$ cat src/rtl/pcpi_issue_unit_pkg.sv
// Shared definitions for the PCPI issue unit: FSM state type, RISC-V opcode
// constants and instruction field getters.
package pcpi_issue_unit_pkg;

    typedef enum logic [2:0] {
        ST_IDLE,
        ST_ISSUE,
        ST_WB,
        ST_TRAP,
        ST_DRAIN
    } issue_state_t;

    localparam logic [6:0] OPCODE_OP      = 7'b0110011;
    localparam logic [6:0] OPCODE_CUSTOM3 = 7'b1111011;
    localparam logic [6:0] FUNC7_MULDIV   = 7'b0000001;

    function automatic logic [4:0] insn_rd(input logic [31:0] insn);
        return insn[11:7];
    endfunction

    function automatic logic [2:0] insn_funct3(input logic [31:0] insn);
        return insn[14:12];
    endfunction

    function automatic logic [6:0] insn_opcode(input logic [31:0] insn);
        return insn[6:0];
    endfunction

    function automatic logic [6:0] insn_funct7(input logic [31:0] insn);
        return insn[31:25];
    endfunction

endpackage

$ cat src/rtl/pcpi_issue_unit_if.sv
// PCPI co-processor bus. The issue unit is the master; the co-processor is the slave.
interface pcpi_issue_unit_if;

    logic        pcpi_valid;
    logic [31:0] pcpi_insn;
    logic [31:0] pcpi_rs1;
    logic [31:0] pcpi_rs2;
    logic        pcpi_ready;
    logic        pcpi_wr;
    logic [31:0] pcpi_rd;
    logic        pcpi_busy;

    modport master (
        output pcpi_valid, pcpi_insn, pcpi_rs1, pcpi_rs2,
        input  pcpi_ready, pcpi_wr, pcpi_rd, pcpi_busy
    );

    modport slave (
        input  pcpi_valid, pcpi_insn, pcpi_rs1, pcpi_rs2,
        output pcpi_ready, pcpi_wr, pcpi_rd, pcpi_busy
    );

endinterface

$ cat src/rtl/pcpi_issue_unit_watchdog.sv
// Idle-cycle watchdog: counts enabled cycles since the last clear and flags
// expiry in the cycle the count sits at TIMEOUT_CYCLES-1.
module pcpi_watchdog #(
    parameter int TIMEOUT_CYCLES = 16
) (
    input  logic clk,
    input  logic resetn,
    input  logic clear,
    input  logic enable,
    output logic expired
);

    localparam int CW = (TIMEOUT_CYCLES > 2) ? $clog2(TIMEOUT_CYCLES) : 1;
    localparam logic [CW-1:0] LIMIT = CW'(TIMEOUT_CYCLES - 1);

    logic [CW-1:0] count;

    assign expired = enable && (count == LIMIT);

    always_ff @(posedge clk or negedge resetn) begin
        if (!resetn) begin
            count <= '0;
        end else if (clear) begin
            count <= '0;
        end else if (enable && !expired) begin
            count <= count + CW'(1);
        end
    end

endmodule

$ cat src/rtl/pcpi_issue_unit.sv
// PCPI initiator: issues one instruction at a time to the co-processor and
// turns the response into a register write-back or an illegal-instruction trap.
module pcpi_issue_unit
    import pcpi_issue_unit_pkg::*;
#(
    parameter int TIMEOUT_CYCLES = 16,
    parameter int CNT_WIDTH      = 32
) (
    input  logic                 clk,
    input  logic                 resetn,
    input  logic                 req_valid,
    output logic                 req_ready,
    input  logic [31:0]          req_insn,
    input  logic [31:0]          req_rs1,
    input  logic [31:0]          req_rs2,
    input  logic                 flush,
    pcpi_issue_unit_if.master    pcpi,
    output logic                 wb_valid,
    input  logic                 wb_ready,
    output logic                 wb_we,
    output logic [4:0]           wb_rd_idx,
    output logic [31:0]          wb_data,
    output logic                 trap_valid,
    input  logic                 trap_ack,
    output logic [31:0]          trap_insn,
    output logic [CNT_WIDTH-1:0] retire_cnt,
    output logic [CNT_WIDTH-1:0] trap_cnt
);

    issue_state_t state_q, next_state;

    logic        valid_q;
    logic [31:0] insn_q, rs1_q, rs2_q;
    logic        we_q;
    logic [4:0]  idx_q;
    logic [31:0] data_q;
    logic [CNT_WIDTH-1:0] retire_q, trap_q;

    logic wd_clear, wd_enable, wd_expired;

    pcpi_watchdog #(
        .TIMEOUT_CYCLES(TIMEOUT_CYCLES)
    ) u_watchdog (
        .clk    (clk),
        .resetn (resetn),
        .clear  (wd_clear),
        .enable (wd_enable),
        .expired(wd_expired)
    );

    always_ff @(posedge clk or negedge resetn) begin
        if (!resetn) begin
            state_q <= ST_IDLE;
        end else begin
            state_q <= next_state;
        end
    end

    // Busy cycles restart the watchdog; a flush while issuing restarts it for the drain window.
    always_comb begin
        next_state = state_q;
        wd_clear   = 1'b0;
        wd_enable  = 1'b0;
        case (state_q)
            ST_IDLE: begin
                wd_clear = 1'b1;
                if (req_valid && !flush) begin
                    next_state = ST_ISSUE;
                end
            end
            ST_ISSUE: begin
                wd_clear  = pcpi.pcpi_busy || flush;
                wd_enable = !pcpi.pcpi_busy && !flush;
                if (flush) begin
                    next_state = ST_DRAIN;
                end else if (pcpi.pcpi_ready) begin
                    next_state = ST_WB;
                end else if (wd_expired) begin
                    next_state = ST_TRAP;
                end
            end
            ST_DRAIN: begin
                wd_clear  = pcpi.pcpi_busy;
                wd_enable = !pcpi.pcpi_busy;
                if (pcpi.pcpi_ready || wd_expired) begin
                    next_state = ST_IDLE;
                end
            end
            ST_WB: begin
                if (flush || wb_ready) begin
                    next_state = ST_IDLE;
                end
            end
            ST_TRAP: begin
                if (flush || trap_ack) begin
                    next_state = ST_IDLE;
                end
            end
            default: next_state = ST_IDLE;
        endcase
    end

    always_ff @(posedge clk or negedge resetn) begin
        if (!resetn) begin
            valid_q  <= 1'b0;
            insn_q   <= '0;
            rs1_q    <= '0;
            rs2_q    <= '0;
            we_q     <= 1'b0;
            idx_q    <= '0;
            data_q   <= '0;
            retire_q <= '0;
            trap_q   <= '0;
        end else begin
            valid_q <= (next_state == ST_ISSUE);
            if (state_q == ST_IDLE && next_state == ST_ISSUE) begin
                insn_q <= req_insn;
                rs1_q  <= req_rs1;
                rs2_q  <= req_rs2;
            end
            if (state_q == ST_ISSUE && next_state == ST_WB) begin
                data_q <= pcpi.pcpi_rd;
                we_q   <= pcpi.pcpi_wr && (insn_rd(insn_q) != 5'd0);
                idx_q  <= insn_rd(insn_q);
            end
            // A flush abandons the offer, so it must not be counted.
            if (state_q == ST_WB && wb_ready && !flush) begin
                retire_q <= retire_q + CNT_WIDTH'(1);
            end
            if (state_q == ST_TRAP && trap_ack && !flush) begin
                trap_q <= trap_q + CNT_WIDTH'(1);
            end
        end
    end

    assign req_ready       = (state_q == ST_IDLE);
    assign pcpi.pcpi_valid = valid_q;
    assign pcpi.pcpi_insn  = insn_q;
    assign pcpi.pcpi_rs1   = rs1_q;
    assign pcpi.pcpi_rs2   = rs2_q;
    assign wb_valid        = (state_q == ST_WB);
    assign wb_we           = we_q;
    assign wb_rd_idx       = idx_q;
    assign wb_data         = data_q;
    assign trap_valid      = (state_q == ST_TRAP);
    assign trap_insn       = trap_valid ? insn_q : 32'd0;
    assign retire_cnt      = retire_q;
    assign trap_cnt        = trap_q;

endmodule

$ cat src/flat_wrapper.sv
// flat-port wrapper written by rule: the top's interface ports become plain ports
module pcpi_issue_unit_flat import pcpi_issue_unit_pkg::*;
#(
    parameter int TIMEOUT_CYCLES = 16,
    parameter int CNT_WIDTH      = 32
)
  (clk, resetn, req_valid, req_ready, req_insn, req_rs1, req_rs2, flush, wb_valid, wb_ready, wb_we, wb_rd_idx, wb_data, trap_valid, trap_ack, trap_insn, retire_cnt, trap_cnt, pcpi_pcpi_valid, pcpi_pcpi_insn, pcpi_pcpi_rs1, pcpi_pcpi_rs2, pcpi_pcpi_ready, pcpi_pcpi_wr, pcpi_pcpi_rd, pcpi_pcpi_busy);
  pcpi_issue_unit_if pcpi_i ();
  input  logic clk;
  input  logic resetn;
  input  logic req_valid;
  output logic req_ready;
  input  logic [31:0] req_insn;
  input  logic [31:0] req_rs1;
  input  logic [31:0] req_rs2;
  input  logic flush;
  output logic wb_valid;
  input  logic wb_ready;
  output logic wb_we;
  output logic [4:0] wb_rd_idx;
  output logic [31:0] wb_data;
  output logic trap_valid;
  input  logic trap_ack;
  output logic [31:0] trap_insn;
  output logic [CNT_WIDTH-1:0] retire_cnt;
  output logic [CNT_WIDTH-1:0] trap_cnt;
  output wire logic [$bits(pcpi_i.pcpi_valid)-1:0] pcpi_pcpi_valid;
  output wire logic [$bits(pcpi_i.pcpi_insn)-1:0] pcpi_pcpi_insn;
  output wire logic [$bits(pcpi_i.pcpi_rs1)-1:0] pcpi_pcpi_rs1;
  output wire logic [$bits(pcpi_i.pcpi_rs2)-1:0] pcpi_pcpi_rs2;
  input wire logic [$bits(pcpi_i.pcpi_ready)-1:0] pcpi_pcpi_ready;
  input wire logic [$bits(pcpi_i.pcpi_wr)-1:0] pcpi_pcpi_wr;
  input wire logic [$bits(pcpi_i.pcpi_rd)-1:0] pcpi_pcpi_rd;
  input wire logic [$bits(pcpi_i.pcpi_busy)-1:0] pcpi_pcpi_busy;
  assign pcpi_pcpi_valid = pcpi_i.pcpi_valid;
  assign pcpi_pcpi_insn = pcpi_i.pcpi_insn;
  assign pcpi_pcpi_rs1 = pcpi_i.pcpi_rs1;
  assign pcpi_pcpi_rs2 = pcpi_i.pcpi_rs2;
  assign pcpi_i.pcpi_ready = pcpi_pcpi_ready;
  assign pcpi_i.pcpi_wr = pcpi_pcpi_wr;
  assign pcpi_i.pcpi_rd = pcpi_pcpi_rd;
  assign pcpi_i.pcpi_busy = pcpi_pcpi_busy;
  pcpi_issue_unit #(.TIMEOUT_CYCLES(TIMEOUT_CYCLES), .CNT_WIDTH(CNT_WIDTH)) u_core (.clk(clk), .resetn(resetn), .req_valid(req_valid), .req_ready(req_ready), .req_insn(req_insn), .req_rs1(req_rs1), .req_rs2(req_rs2), .flush(flush), .pcpi(pcpi_i), .wb_valid(wb_valid), .wb_ready(wb_ready), .wb_we(wb_we), .wb_rd_idx(wb_rd_idx), .wb_data(wb_data), .trap_valid(trap_valid), .trap_ack(trap_ack), .trap_insn(trap_insn), .retire_cnt(retire_cnt), .trap_cnt(trap_cnt));
endmodule
$ cat config.mk
export PLATFORM = sky130hd
export DESIGN_NAME = pcpi_issue_unit_flat
export DESIGN_NICKNAME = d
export VERILOG_FILES = /design/src/rtl/pcpi_issue_unit_pkg.sv /design/src/rtl/pcpi_issue_unit_if.sv /design/src/rtl/pcpi_issue_unit_watchdog.sv /design/src/rtl/pcpi_issue_unit.sv /design/src/flat_wrapper.sv
export SDC_FILE = /design/constraint.sdc
export NUM_CORES = 1
export LEC_CHECK = 0
export BUFFER_PORTS_ARGS = -buffer_cell sky130_fd_sc_hd__buf_4
export CAP_MARGIN = 15
export CORE_AREA = 2 2 145 147
export CTS_BUF_LIST = sky130_fd_sc_hd__clkbuf_16
export DETAILED_ROUTE_END_ITERATION = 8
export DIE_AREA = 0 0 147 149
export PLACE_DENSITY = 0.81
export SETUP_SLACK_MARGIN = 0.15
export SYNTH_ARGS = -nofsm -noshare
export SYNTH_HDL_FRONTEND = slang
export SYNTH_SLANG_ARGS = --single-unit
$ cat constraint.sdc
create_clock -name clk -period 4.55 [get_ports clk]
set_input_delay 1.1375 -clock clk [delete_from_list [all_inputs] [get_ports clk]]
set_output_delay 1.1375 -clock clk [all_outputs]
set_load 0.02 [all_outputs]
==> metrics.yaml, run 1 <==
pwr:
  power.density_mw_per_mm2: 515.4
  ir_drop_v: 0.0003999
  p_leak_nw: 6.103
clock_network:
  cts_resized: 0
  clock-sinks: 206
  cts_tree: "built"
  root_buffer: "clkbuf_16"
  cts_hold_buf: 0
  post_cts.repair.setup_buffers: 0
  cts_buffers: 23
  clkTransAtPathRegs_ns: 0.06
  htree_num_levels: 1
  ctsLongestPathBuffers: 3
  insertion_delay_ns: 0.51
logic_synthesis:
  ys_ff_latch: 206
  synth-edff-count: 0
  ys_async_sr_fraction_pct: 100.0
  synth-main-ff-cell: "dfrtp_1"
  yosysWarnings: 0
  ys_types: 46
  synth.avg_cell_area_um2: 13.48
  synth.net_count: 788
  ys_seq_area_share_pct: 59.02
  netlist_area_mm2: 0.008735
  synthCells: 648
sta:
  rsz0062_at_grt: "false"
  max_freq_mhz: 307.9
  skew_ns: 0.01432
  slew-limit-headroom_pct: 32.78
  worst_pin_slew_ns: 0.9991
  final_hold_viol_count: 0
  period_needed_ns: 3.248
  setup_ws_ns: 1.302
  maxSlewViolCount: 0
  timing.final.crit_share_pct: 71.38
  finalSetupTns_ns: 0
  setup_viol: 0
floorplanning:
  start_util_pct: 42.49
  core-area_mm2: 0.02056
  die-area_mm2: 0.02190
  core.rowCount: 53
  die_h_um: 149
  die_w_um: 147
  ios: 371
grt:
  grt_overflow_total: 0
  grt_use_total_pct: 21.34
  grt_pass1_wl_um: 37090
  grt_max_degree: 93
  grt_pass1_vias: 6900
  antenna_found_initial: 0
route:
  routed.top_layer: "met4"
  drt-met1-wl_um: 9611
  drc: 0
  wire_per_inst_um: 18.56
  avgViaCountPerCell: 5.061
  vias: 6655
  wl_met2_um: 12430
  drtPass1Iterations: 4
  met3_length_um: 1651
  drtAntennaViolNets: 0
  wirelength_um: 24410
  drtIter0Drc: 169
worst_setup_path:
  reg2reg_setup_slack_ns: 2.13
  crit_top_cell: "buf_4"
  worstPathMaxFanout: 32
  cp.arrival_ns: 2.11
  slowest_delay_ns: 0.60
  cp-start-kind: "flip-flop"
  cpLargestDelayFamily: "flip-flops"
  worstSetupPathType: "flip-flop to output port"
  cp_cell_sequence: "and3b_1 > buf_4 > and2_1 > buf_4"
  slowest_stage: "dfrtp_1"
  end_kind: "output port"
  cp.buffers_inverters: 2
  critPathRequiredTime_ns: 3.41
placed_design:
  postPlaceCellArea_mm2: 0.01182
  finalWeightedCongestion: 0.8098
  port_buffers: 370
  dp_hpwl_um: 18190
  dp_slack_ns: 1.373
layout:
  drive_gt1_share_pct: 53.17
  fin_area_mm2: 0.01253
  num-nets-final: 1164
  area_delta_synth_final_pct: 43.49
  antennaDiodeCount: 0
min_path:
  min_path_type: "flip-flop to flip-flop"
run:
  drv_cap: 0
run_status:
  status: "finished, final reports clean"
-- placed cells by master (no fill, tap or decap), types with 3 or more instances in the layout --
cell and count:
nand2_1 18, dfrtp_1 206, nand4_1 32, nor2b_1 4
nand4b_1 3, xnor2_1 54, nor4_1 4, buf_4 377
or4_1 3, and3_1 13, nand3_1 22, xor2_1 11
ha_1 3, and2_1 39, clkinv_1 5, nor3_1 11
o21ai_0 4, inv_1 13, and4_1 9, nor2_1 11
mux2_2 135, clkbuf_16 23
-- power by group --
group | total [W] | switching (W) | internal (W)
Combinational | 0.00208 | 0.00107 | 0.00101
Clock | 0.00177 | 0.000733 | 0.00103
Sequential | 0.00261 | 0.000320 | 0.00229
Total | 0.00646 | 0.00212 | 0.00433
-- routing by layer --
layer,GRT usage [%],vias to the layer above
li1,-,3045
met1,26.22,3325
met2,36.74,237
met3,5.841,48
met4,6.971,0
met5,0,-
-- cells in the mapped netlist, types with 2 or more instances --
| master | instances | area [um^2] |
|---|---|---|
| a21oi_1 | 2 | 10.01 |
| mux2_2 | 135 | 1520 |
| and3_1 | 13 | 81.33 |
| xnor2_1 | 54 | 473.0 |
| nand2b_1 | 2 | 12.51 |
| nor4_1 | 4 | 25.02 |
| buf_1 | 7 | 26.28 |
| nand4_1 | 32 | 200.2 |
| o211ai_1 | 2 | 15.01 |
| nand2_1 | 19 | 71.32 |
| and2_1 | 39 | 244.0 |
| ha_1 | 3 | 37.54 |
| o21ai_0 | 4 | 20.02 |
| nor3_1 | 11 | 55.05 |
| or3b_1 | 2 | 17.52 |
| buf_2 | 9 | 45.04 |
| xor2_1 | 11 | 96.34 |
| or4_1 | 3 | 22.52 |
| nand3_1 | 22 | 110.1 |
| nand3b_1 | 2 | 15.01 |
| inv_1 | 8 | 30.03 |
| nor4_4 | 2 | 42.54 |
| and4_1 | 9 | 78.83 |
| nor2b_1 | 4 | 25.02 |
| dfrtp_1 | 206 | 5155 |
| nand4b_1 | 3 | 26.28 |
| nor2_1 | 11 | 41.29 |
| clkbuf_1 | 11 | 41.29 |
-- cell families after synthesis --
kind of cell / count (synthesis) / synth area share, %
DFF: 206 / 59.02
and+or+nand+nor: 189 / 13.78
muxes: 136 / 17.52
xor gates and xnor gates: 65 / 6.518
buffers and inverters: 35 / 1.633
AOI/OAI and AO/OA: 14 / 1.103
adders and majority gates: 3 / 0.4298
-- registers in the layout (all words and copies together) (netlist names) --
signal,cells
u_core.pcpi.pcpi_insn,32
u_core.pcpi.pcpi_rs1,32
u_core.pcpi.pcpi_rs2,32
u_core.pcpi.pcpi_valid,1
u_core.retire_cnt,32
u_core.state_q,3
u_core.trap_cnt,32
u_core.u_watchdog.count,4
u_core.wb_data,32
u_core.wb_rd_idx,5
u_core.wb_we,1
-- area by class of cell --
type	count	area, um^2
Inverter	8	30.03
Fill cell	1676	8024
Timing Repair Buffer	378	2844
Clock inverter	18	140.1
Sequential cell	206	5155
Clock buffer	23	575.6
Multi-Input combinational cell	407	3445
Tap cell	275	344.1
-- final timing paths --
| check | from | endpoint | depth (start not counted) |
|---|---|---|---|
| hold / removal | u_core.trap_cnt[31] | u_core.trap_cnt[31] | 1 |
| hold reg to reg | u_core.trap_cnt[31] | u_core.trap_cnt[31] | 1 |
| setup / recovery | u_core.state_q[0] | trap_insn[1] | 4 |
| min in group asynchronous | resetn | u_core.pcpi.pcpi_rs2[10] | 1 |
| max in group asynchronous | resetn | u_core.pcpi.pcpi_insn[30] | 2 |
| setup reg to reg | u_core.state_q[1] | u_core.pcpi.pcpi_rs2[17] | 4 |
-- per-stage QoR --
step	std cells	hold WS [ns]	power (W)	utilization (%)
after floorplan	648	0.5087	0.003626	-
after global placement	1274	0.4647	0.004673	57.49
after detailed placement	1274	0.4680	0.004733	57.49
after CTS	1315	0.4817	0.006522	60.97
after global routing	1315	0.4956	0.006749	60.97
final	1315	0.4801	0.006459	60.97
-- worst reg2reg max path, cell delays in order, from the launching register on --
cell	delay, ns
dfrtp_1	0.52
nor4_1	0.52
nand2_4	0.48
buf_4	0.47
mux2_2	0.32
Power figures use the tool's default switching activity.
==> run 2: changes to the inputs <==
- CORE_AREA: 2 2 145 147 -> default
- CORE_MARGIN: default -> 2
- CORE_UTILIZATION: default -> 43
- DIE_AREA: 0 0 147 149 -> default
- PLACE_DENSITY: 0.81 -> 0.84
- clock period: 4.55 -> 2.8 ns (I/O delays scaled with it)
==> metrics.yaml, run 2 (same netlist as run 1, synthesis figures left out) <==
run_status:
  status: "finished, final reports clean"
pwr:
  clock_power_share_pct: 26.2  # -1.1 points
  finalPower_w: 0.01034  # +60%
  p_sw_share_pct: 32.84  # -0.053 points
  p_seq_share_pct: 40.9  # +0.5 points
  p_sw_w: 0.003396  # +60%
  combPwrFrac_pct: 32.9  # +0.7 points
  p_leak_nw: 6.133  # +0.49%
  ir_drop_v: 0.0005862  # +47%
  power.density_mw_per_mm2: 822.9  # +60%
  p_int_w: 0.006945  # +60%
grt:
  grt_use_total_pct: 21.94  # +0.60 points
  antenna_found_initial: 0  # unchanged
  grt_max_degree: 62  # -33%
  grt_overflow_total: 0  # unchanged
  grt_pass1_vias: 6978  # +1.1%
  grt_pass1_wl_um: 37650  # +1.5%
clock_network:
  htree_num_levels: 1  # unchanged
  cts_tree: "built"
  clkTransAtPathRegs_ns: 0.06  # about the same
  clock-sinks: 206  # unchanged
  insertion_delay_ns: 0.50  # about the same
  cts_hold_buf: 0  # unchanged
  ctsLongestPathBuffers: 3  # unchanged
  root_buffer: "clkbuf_16"
  cts_buffers: 22  # -4.3%
floorplanning:
  core-area_mm2: 0.02010  # -2.2%
  ios: 371  # unchanged
  die-area_mm2: 0.02147  # -2.0%
  die_w_um: 146.5  # -0.32%
  start_util_pct: 43.45  # +0.96 points
  core.rowCount: 52  # -1.9%
  die_h_um: 146.5  # -1.7%
worst_setup_path:
  critPathRequiredTime_ns: 2.10  # -1.31 ns
  slowest_stage: "dfrtp_2"
  cp-start-kind: "flip-flop"
  r2r_cells: 5  # +1
  worstSetupPathDepth: 4  # unchanged
  cp_cell_sequence: "and3b_2 > buf_12 > and2_1 > buf_4"
  cp.buffers_inverters: 2  # unchanged
  rr_startpoint: "u_core.state_q[0]"
  cpLargestDelayFamily: "flip-flops"
  slowest_delay_ns: 0.49  # -0.11 ns
  cp.arrival_ns: 1.81  # -0.30 ns
  reg2reg_setup_slack_ns: 0.59  # -1.54 ns
  cp-startpoint: "u_core.state_q[2]"
  r2r_end: "u_core.retire_cnt[7]"
  setup.worst_path.end: "trap_insn[3]"
  worstPathMaxFanout: 30  # -6.3%
  worstSetupPathType: "flip-flop to output port"
  end_kind: "output port"
route:
  vias: 6729  # +1.1%
  avgViaCountPerCell: 5.133  # +1.4%
  drtIter0Drc: 295  # +75%
  routed.top_layer: "met4"
  wirelength_um: 24040  # -1.5%
  drtAntennaViolNets: 0  # unchanged
  drc: 0  # unchanged
  drtPass1Iterations: 4  # unchanged
  drt-met1-wl_um: 9444  # -1.7%
  wl_met2_um: 11970  # -3.6%
  wire_per_inst_um: 18.34  # -1.2%
  met3_length_um: 1725  # +4.5%
min_path:
  min_path_type: "primary input to asynchronous set/reset pin"
layout:
  num-nets-final: 1165  # +0.086%
  utilization_pct: 62.50  # +1.5 points
  fin_area_mm2: 0.01257  # +0.26%
  drive_gt1_share_pct: 53.65  # +0.48 points
  area_delta_synth_final_pct: 43.86
  layout_commonest_cell: "buf_4"
  layout_common_cells: "374 x buf_4, 203 x dfrtp_1, 135 x mux2_2, 54 x xnor2_1, 39 x and2_1"
sta:
  worst_pin_slew_ns: 0.6940  # -0.3050 ns
  setup_ws_ns: 0.2885  # -1.014 ns
  setup_viol: 0  # unchanged
  skew_ns: 0.007333  # -0.006991 ns
  final_hold_viol_count: 0  # unchanged
  finalSetupTns_ns: 0  # unchanged
  maxSlewViolCount: 0  # unchanged
  slew-limit-headroom_pct: 53.70  # +21 points
  rsz0062_at_grt: "false"
  period_needed_ns: 2.511
  timing.final.crit_share_pct: 89.70
  max_freq_mhz: 398.2
run:
  drv_cap: 0  # unchanged
placed_design:
  port_buffers: 370  # unchanged
  finalWeightedCongestion: 0.7982  # -1.4%
  dp_slack_ns: 0.3071  # -1.066 ns
  postPlaceCellArea_mm2: 0.01188  # +0.54%
  dp_hpwl_um: 17790  # -2.2%
-- run 2: cell type report --
| class | instances | area, um^2 |
|---|---|---|
| diodes | 1 | 2.502 |
| clock buffers | 23 | 575.6 |
| clock inverters | 16 | 93.84 |
| fillers | 1570 | 7538 |
| inverters | 8 | 30.03 |
| multi-input cells | 407 | 3446 |
| flip-flops and latches | 206 | 5159 |
| well taps | 270 | 337.8 |
| repair buffers | 380 | 2922 |
-- run 2: stage by stage --
step           hold WS (ns)  cells
2_1_floorplan        0.4044    648
3_3_place_gp         0.4649   1270
3_5_place_dp         0.4666   1270
4_1_cts              0.1866   1310
5_1_grt              0.2077   1310
6_report             0.1847   1311
-- run 2: what timing repair did --
action	CTS	global route
resized for setup	3	1
endpoints found under the setup margin	30	3
setup buffers	1	0
-- run 2: routing by layer --
layer  vias to the layer above  GRT usage (%)
met2                       258          37.05
met4                         0          8.495
met3                        57          5.750
met5                         -              0
li1                       3051              -
met1                      3363          27.09
-- run 2: how the worst min path moves through the flow --
stage,endpoint,slack (ns),cells after the start
finish,u_core.pcpi.pcpi_rs2[10],0.18,1
global route,u_core.pcpi.pcpi_rs2[3],0.21,1
CTS,u_core.pcpi.pcpi_rs2[10],0.19,1
detailed placement,u_core.trap_cnt[31],0.47,1
global placement,u_core.wb_we,0.46,2
floorplan,u_core.pcpi.pcpi_insn[0],0.40,0
-- run 2: power by group through the flow --
stage	logic (W)	clock network (W)	registers [W]
2_1_floorplan	0.000814	0	0.00508
3_3_place_gp	0.00337	0	0.00422
3_5_place_dp	0.00343	0	0.00426
4_1_cts	0.00343	0.00279	0.00423
5_1_grt	0.00356	0.00291	0.00434
6_report	0.00341	0.00271	0.00423
==> run 3: changes to the inputs <==
- BUFFER_PORTS_ARGS: -buffer_cell sky130_fd_sc_hd__buf_4 -> default
- CORE_AREA: default -> 2 2 143 145
- CORE_MARGIN: 2 -> default
- CORE_UTILIZATION: 43 -> default
- DIE_AREA: default -> 0 0 145 147
- DONT_BUFFER_PORTS: default -> 1
- GPL_ROUTABILITY_DRIVEN: default -> 0
- PLACE_DENSITY: 0.84 -> 0.69
- RECOVER_POWER: default -> 100
==> metrics.yaml, run 3 (same netlist as run 1, synthesis figures left out) <==
run_status:
  status: "finished with violations"
  violations: "negative hold slack"
placed_design:
  dp_hpwl_um: 14950  # -16%
  port_buffers: 0  # -100%
floorplanning:
  ios: 371  # unchanged
  core.rowCount: 52  # unchanged
  die_h_um: 147  # +0.32%
  start_util_pct: 44.02  # +0.57 points
  die-area_mm2: 0.02132  # -0.72%
  core-area_mm2: 0.01984  # -1.3%
  die_w_um: 145  # -1.0%
grt:
  antenna_found_initial: 2  # +2
  grt_pass1_vias: 5674  # -19%
  grt_use_total_pct: 18.90  # -3.0 points
  grt_overflow_total: 0  # unchanged
  grt_pass1_wl_um: 32620  # -13%
  grt_max_degree: 207  # +230%
worst_setup_path:
  cp_cell_sequence: "and3b_2 > buf_6 > and2_0"
  cp-start-kind: "flip-flop"
  cp.buffers_inverters: 1  # -1
  worstSetupPathType: "flip-flop to output port"
  r2r_cells: 5  # unchanged
  cpLargestDelayFamily: "simple AND/OR/NAND/NOR gates"
  slowest_delay_ns: 0.39  # -0.10 ns
  end_kind: "output port"
  rr_startpoint: "u_core.state_q[2]"
  r2r_end: "u_core.trap_cnt[16]"
  setup.worst_path.end: "trap_insn[30]"
  worstSetupPathDepth: 3  # -1
  cp.arrival_ns: 1.91  # +0.10 ns
  critPathRequiredTime_ns: 2.10  # about the same
  reg2reg_setup_slack_ns: 0.39  # -0.20 ns
  worstPathMaxFanout: 32  # +6.7%
  cp-startpoint: "u_core.state_q[2]"
  slowest_stage: "and2_0"
sta:
  finalSetupTns_ns: 0  # unchanged
  maxSlewViolCount: 0  # unchanged
  whs_ns: -0.09883  # -0.2835 ns
  max_freq_mhz: 383.6  # -3.6%
  slew-limit-headroom_pct: 25.14  # -29 points
  period_needed_ns: 2.607  # +0.09508 ns
  timing.final.crit_share_pct: 93.09  # +3.4 points
  skew_ns: 0.01334  # +0.006007 ns
  rsz0062_at_grt: "false"
  setup_viol: 0  # unchanged
  final_hold_viol_count: 137  # +137
  worst_pin_slew_ns: 1.123  # +0.4289 ns
pwr:
  power.density_mw_per_mm2: 941.9  # +14%
  p_leak_nw: 4.167  # -32%
  finalPower_w: 0.009137  # -12%
  ir_drop_v: 0.0006209  # +5.9%
route:
  drtIter0Drc: 217  # -26%
  wirelength_um: 20680  # -14%
  routed.top_layer: "met5"
  avgViaCountPerCell: 5.625  # +9.6%
  drtAntennaViolNets: 0  # unchanged
  vias: 5265  # -22%
  wire_per_inst_um: 22.09  # +20%
  drt-met1-wl_um: 8033  # -15%
  wl_met2_um: 10330  # -14%
  met3_length_um: 1753  # +1.6%
  drtPass1Iterations: 4  # unchanged
  drc: 0  # unchanged
layout:
  num-nets-final: 793  # -32%
  drive_gt1_share_pct: 27.03  # -27 points
  area_delta_synth_final_pct: 11.06
  layout_commonest_cell: "dfrtp_1"
  antennaDiodeCount: 0  # -1
  layout_common_cells: "206 x dfrtp_1, 135 x mux2_2, 54 x xnor2_1, 32 x and2_0, 32 x nand4_1"
clock_network:
  cts_buffers: 22  # unchanged
  ctsLongestPathBuffers: 3  # unchanged
  clock-sinks: 206  # unchanged
  insertion_delay_ns: 0.49  # about the same
  post_cts.repair.setup_buffers: 0  # -1
  root_buffer: "clkbuf_16"
  htree_num_levels: 1  # unchanged
  cts_tree: "built"
  clkTransAtPathRegs_ns: 0.06  # about the same
min_path:
  min_path_type: "primary input to asynchronous set/reset pin"
run:
  drv_cap: 0  # unchanged
==> run 3: per-stage QoR <==
| step | util, % | std cells | setup WS [ns] | area, um^2 | hold slack [ns] |
|---|---|---|---|---|---|
| 2_1_floorplan | - | 648 | 0.5596 | 8735 | 0.4044 |
| 4_1_cts | 49.21 | 936 | 0.2210 | 9766 | -0.1237 |
| 3_3_place_gp | 45.55 | 899 | 0.4747 | 9040 | 0.4098 |
| 6_report | 48.88 | 936 | 0.1934 | 9701 | -0.09883 |
| 5_1_grt | 48.88 | 936 | 0.1299 | 9701 | -0.1238 |
| 3_5_place_dp | 45.55 | 899 | 0.4279 | 9040 | 0.4116 |
==> run 3: cell type report <==
class	instances	area (um^2)
clock buffer	23	575.6
tap	270	337.8
clock inverter	14	145.1
multi-input combinational	407	3396
sequential	206	5155
fill	1740	10140
timing repair buffer	8	61.31
inverter	8	30.03
==> run 3: how the worst min path moves through the flow <==
stage | depth (start not counted) | slack, ns | endpoint | start
finish | 0 | -0.1 | u_core.retire_cnt[22] | resetn
global placement | 0 | 0.41 | u_core.retire_cnt[23] | resetn
floorplan | 0 | 0.40 | u_core.pcpi.pcpi_insn[0] | resetn
detailed placement | 0 | 0.41 | u_core.retire_cnt[24] | resetn
global route | 0 | -0.12 | u_core.retire_cnt[14] | resetn
CTS | 0 | -0.12 | u_core.retire_cnt[16] | resetn
==> run 3: power by group <==
part | internal, W | switching (W)
clock | 0.00175 | 0.00114
combinational | 0.000607 | 0.000316
sequential | 0.00371 | 0.00161
total | 0.00607 | 0.00306
==> run 3: per-layer routing <==
layer / vias up / GRT usage (%)
met1: 2646 / 23.16
met5: - / 0
met3: 47 / 5.839
met2: 270 / 32.07
li1: 2300 / -
met4: 2 / 6.139
==> run 3: timing repair <==
action                                  in CTS  in global routing
gates resized for setup                      2                  0
endpoints found under the setup margin      32                  0
hold endpoints to repair                   206                206
